[src/rtl/toggle_hs_pkg.sv]
// rtl/toggle_hs_pkg.sv - shared state type and default parameters for toggle_hs_responder
package toggle_hs_pkg;

    typedef enum logic {
        IDLE = 1'b0,
        HOLD = 1'b1
    } state_t;

    localparam int WIDTH_DEF       = 8;
    localparam int SYNC_STAGES_DEF = 2;
    localparam int CNT_W_DEF       = 16;

endpackage

[src/rtl/sync_toggle_detect.sv]
// rtl/sync_toggle_detect.sv - synchronizer chain plus XOR edge detect for a toggle signal
module sync_toggle_detect #(
    parameter int SYNC_STAGES = 2
) (
    input  logic clk,
    input  logic rst,
    input  logic async_in,
    output logic edge_pulse
);

    logic [SYNC_STAGES-1:0] sync_q, sync_d;
    logic                   hist_q, hist_d;

    // Shift the raw toggle through the chain; the history flop holds the previous synchronized level.
    always_comb begin
        sync_d = {sync_q[SYNC_STAGES-2:0], async_in};
        hist_d = sync_q[SYNC_STAGES-1];
    end

    // Chain and history registers, cleared on reset.
    always_ff @(posedge clk) begin
        if (rst) begin
            sync_q <= '0;
            hist_q <= 1'b0;
        end else begin
            sync_q <= sync_d;
            hist_q <= hist_d;
        end
    end

    // Any level change of the synchronized toggle is one event.
    assign edge_pulse = sync_q[SYNC_STAGES-1] ^ hist_q;

endmodule

[src/rtl/toggle_hs_responder.sv]
// rtl/toggle_hs_responder.sv - two-phase toggle responder feeding a valid/ready stream; option TOGGLE_HS_OVERRUN_DET_EN
module toggle_hs_responder
    import toggle_hs_pkg::*;
#(
    parameter int WIDTH       = WIDTH_DEF,
    parameter int SYNC_STAGES = SYNC_STAGES_DEF,
    parameter int CNT_W       = CNT_W_DEF
) (
    input  logic             clk,
    input  logic             rst,
    input  logic             req_tog,
    input  logic [WIDTH-1:0] data_in,
    output logic             ack_tog,
    output logic             out_valid,
    output logic [WIDTH-1:0] out_data,
    input  logic             out_ready,
    output logic [CNT_W-1:0] xfer_count,
    output logic             overrun
);

    state_t           state_q, state_d;
    logic [WIDTH-1:0] data_q, data_d;
    logic             ack_q, ack_d;
    logic [CNT_W-1:0] cnt_q, cnt_d;
    logic             req_edge;

    sync_toggle_detect #(
        .SYNC_STAGES(SYNC_STAGES)
    ) u_sync (
        .clk       (clk),
        .rst       (rst),
        .async_in  (req_tog),
        .edge_pulse(req_edge)
    );

    // Capture on a new request in IDLE; on consumer handshake in HOLD, ack and count together.
    always_comb begin
        state_d = state_q;
        data_d  = data_q;
        ack_d   = ack_q;
        cnt_d   = cnt_q;
        case (state_q)
            IDLE: begin
                if (req_edge) begin
                    data_d  = data_in;
                    state_d = HOLD;
                end
            end
            HOLD: begin
                // A request edge here is dropped: data_q is left untouched.
                if (out_ready) begin
                    ack_d   = ~ack_q;
                    cnt_d   = cnt_q + CNT_W'(1);
                    state_d = IDLE;
                end
            end
            default: state_d = IDLE;
        endcase
    end

    // State, payload, ack and counter registers.
    always_ff @(posedge clk) begin
        if (rst) begin
            state_q <= IDLE;
            data_q  <= '0;
            ack_q   <= 1'b0;
            cnt_q   <= '0;
        end else begin
            state_q <= state_d;
            data_q  <= data_d;
            ack_q   <= ack_d;
            cnt_q   <= cnt_d;
        end
    end

`ifdef TOGGLE_HS_OVERRUN_DET_EN
    logic ovr_q, ovr_d;

    // Sticky flag: a request arriving while the previous one is still held.
    always_comb begin
        ovr_d = ovr_q;
        if (state_q == HOLD && req_edge) begin
            ovr_d = 1'b1;
        end
    end

    // Overrun register, only cleared by reset.
    always_ff @(posedge clk) begin
        if (rst) begin
            ovr_q <= 1'b0;
        end else begin
            ovr_q <= ovr_d;
        end
    end

    assign overrun = ovr_q;
`else
    assign overrun = 1'b0;
`endif

    assign ack_tog    = ack_q;
    assign out_valid  = (state_q == HOLD);
    assign out_data   = data_q;
    assign xfer_count = cnt_q;

endmodule

[config.mk]
export PLATFORM = sky130hd
export DESIGN_NAME = toggle_hs_responder
export DESIGN_NICKNAME = d
export VERILOG_FILES = /design/src/rtl/toggle_hs_pkg.sv /design/src/rtl/sync_toggle_detect.sv /design/src/rtl/toggle_hs_responder.sv
export SDC_FILE = /design/constraint.sdc
export NUM_CORES = 1
export LEC_CHECK = 0
export ABC_AREA = 1
export BUFFER_PORTS_ARGS = -buffer_cell sky130_fd_sc_hd__buf_4
export CELL_PAD_IN_SITES_DETAIL_PLACEMENT = 1
export CELL_PAD_IN_SITES_GLOBAL_PLACEMENT = 1
export CORE_ASPECT_RATIO = 1.1
export CORE_UTILIZATION = 37
export DETAILED_ROUTE_END_ITERATION = 8
export GPL_TIMING_DRIVEN = 0
export MAX_ROUTING_LAYER = met4
export PLACE_DENSITY = 0.87
export SLEW_MARGIN = 20
export SYNTH_ARGS = -nofsm -noshare
export SYNTH_HDL_FRONTEND = slang
export SYNTH_SLANG_ARGS = --single-unit
[constraint.sdc]
create_clock -name clk -period 2.4 [get_ports clk]
set_input_delay 0.12 -clock clk [delete_from_list [all_inputs] [get_ports clk]]
set_output_delay 0.12 -clock clk [all_outputs]
set_load 0.02 [all_outputs]
==> impl_metrics.ini <==
[outcome]
status = finished, final reports clean

[sta]
setup_tns_ns = 0
rsz0062_at_grt = no
finalMaxSlewViolations = 0
finalSetupViolations = 0
worst_slack_ns = 1.024
fin_skew_ns = 0.008770
period_share_pct = 57.35
holdWs_ns = 0.03310
fin_crit_ns = 1.376
relSlewSlack_pct = 64.82
hold_viol_final = 0
fmaxAchievable_ghz = 0.7266
tightest_slew_ns = 0.5277

[route]
wl_mm = 3.266
drt_iter0_markers = 80
via_per_inst = 4.624
drc = 0
vias = 1290
first_pass_iters = 4
ant_nets = 0
wl_per_cell_um = 11.71

[pwr]
p_sw_uw = 230.4
pwr-share-seq_pct = 49.6
power_frac_clock_pct = 42.2
power.density_nw_per_um2 = 590.2
p_int_uw = 776.8
switching_share_pct = 22.87
vdd_drop_max_mv = 0.3567
power_frac_comb_pct = 8.2
p_leak_nw = 0.7568

[logic_synthesis]
yosysSeqAreaShare_pct = 45.31
synth_nets = 199
async_flop_share_pct = 0
synth_area_leaders = dfxtp_1 45%, nand2_1 13%, nor2_1 10%
ys_seq_elements = 29
synthCells = 186
ys_warn_count = 0
post-synth-top-count-cell = nand2_1
syn_avg_cell_area_um2 = 6.888
yosysTopAreaCell = dfxtp_1
synthTopCellsByCount = 43 x nand2_1, 34 x nor2_1, 29 x dfxtp_1, 23 x inv_1, 15 x nand3_1
syn-cell-area_um2 = 1281
synth_ff_type = dfxtp_1
synth-edff-count = 0
yosysUniqueCellTypes = 22
post-synth-top-area-fraction_pct = 45.31

[cts]
cts_root_buffer = clkbuf_4
clock_sinks = 29
h-tree-depth = 2
worstSkewPairLatency_ns = 0.34
cts_tree = built
numCtsBuffers = 5
cts.clk_slew.worst_paths_ns = 0.09
clock_tree.buffer_depth = 2
cts_setup_buffers = 0

[cells_and_area]
area_growth_pct = 33.20
layout.nets = 243
drive_above_1_share_pct = 22.51
num_antenna_cells = 0

[global_routing]
grt_antenna_before_repair = 0
grt_first_pass_wirelength_mm = 5.706
grt_usage_pct = 21.12
gr-total-overflow = 0
grt_pass1_vias = 1341
grt_max_degree = 11

[min_path]
worst_hold_path_type = in -> reg
hold_depth = 3

[die]
start_util_pct = 38.47
dieArea_um2 = 3702
coreArea_um2 = 3331
dieHeight_um = 63.72
chipWidth_um = 58.11
top_level_ports = 39
std_cell_rows = 22

[setup_path]
critPathMaxStageDelay_ns = 0.41
critPathArrivalTime_ns = 1.61
crit_path_cell_trace = ha_1, inv_1, nor2_4, nand2_2, nor2_1, nand3_1, nand2_1, nor2_1
crit_slowest_cell = dfxtp_1
end_kind = flop
cp_common_cell = nor2_1
worstPathBufferInverterCount = 1
start_kind = flop
required_ns = 2.64
crit_cells = 8
r2r_cells = 8
cp_top_family = simple AND/OR/NAND/NOR gates
worstSetupPathType = reg -> reg
cp_max_fo = 6

[place]
port_buffers = 36
place.gp.congestion = 0.7678
preCtsSetupSlack_ns = 1.045
dpl.hpwl_mm = 2.398

[run]
drv_cap = 0
==> power groups by stage <==
stage               Clock (mW)  Combinational, mW  Sequential, mW
floorplan                    0             0.0329           0.522
global placement             0             0.0791           0.511
detailed placement           0             0.0818           0.511
CTS                      0.433             0.0834           0.500
global route             0.462             0.0912           0.501
finish                   0.425             0.0823           0.500
==> cells in the final DEF (no fill, tap or decap) <==
cell type / count
a21oi_1: 13
buf_1: 1
buf_2: 2
buf_4: 37
bufinv_16: 1
clkbuf_1: 1
clkbuf_4: 5
clkbuf_8: 1
conb_1: 1
dfxtp_1: 29
dlygate4sd3_1: 1
ha_1: 1
inv_1: 23
inv_2: 2
nand2_1: 43
nand2_2: 2
nand3_1: 15
nand3_2: 1
nand4_1: 2
nor2_1: 34
nor2_4: 1
nor3_1: 2
o21a_1: 1
o21ai_0: 5
o21ai_1: 2
or2_1: 1
xor2_1: 4
==> state kept, by name, summed over array words and instances (netlist names) <==
register	cells
xfer_count	16
out_data	8
u_sync.sync_q	2
ack_tog	1
out_valid	1
u_sync.hist_q	1
==> routing by layer <==
layer	routed length [um]	global-route usage [%]	part of all wire [%]
met1	1477	22.11	45
met2	1600	36.35	49
met3	139	7.392	4.3
met4	49	7.143	1.5
met5	0	-	0
==> what timing repair did <==
| action | 4_1_cts | 5_1_grt |
|---|---|---|
| setup endpoints to repair | 0 | 0 |
| hold buffers | 1 | 0 |
| resized for setup | 0 | 0 |
| hold endpoints to repair | 1 | 0 |
==> worst register-to-register path, delay by kind of cell, from the launching register on <==
family / cells / cell delay, ns
buffers and inverters: 1 / 0.07
DFF: 1 / 0.41
adders and majority gates: 1 / 0.20
and+or+nand+nor: 6 / 0.58
==> kinds of logic (layout without fill, tap and decap cells) <==
family          count (synthesis)  after routing  share of synthesized area (%)
compound gates                 21             21                          8.398
xor+xnor                        4              4                          2.734
fa+ha+maj                       1              1                         0.9764
buf+inv                        29             74                          8.984
flops                          29             29                          45.31
other cells                     1              1                         0.2927
simple gates                  101            101                          33.30
==> final timing paths <==
| check | from | to | slack (ns) |
|---|---|---|---|
| worst min-delay path | data_in[5] | out_data[5] | 0.03 |
| worst max-delay path | xfer_count[0] | xfer_count[12] | 1.02 |
| worst max register to register | xfer_count[0] | xfer_count[12] | 1.02 |
| worst min register to register | u_sync.sync_q[0] | u_sync.sync_q[1] | 0.41 |
==> through the flow <==
stage          instance area, um^2  total power [mW]  util, %  instances
6_report                      1707             1.007    51.24        279
5_1_grt                       1707             1.055    51.24        279
4_1_cts                       1707             1.016    51.24        279
3_5_place_dp                  1612            0.5929    48.38        270
3_3_place_gp                  1612            0.5897    48.38        270
2_1_floorplan                 1281            0.5544        -        186
==> final cells by class <==
class	instances	area, um^2
plain buffers	4	21.27
clock buffers	7	55.05
clock inverters	1	30.03
fillers	442	1624
inverters	25	93.84
multi-input cells	128	585.6
flip-flops and latches	29	580.6
well taps	48	60.06
repair buffers	37	280.3
No activity file was read; power rests on OpenSTA's default activity.
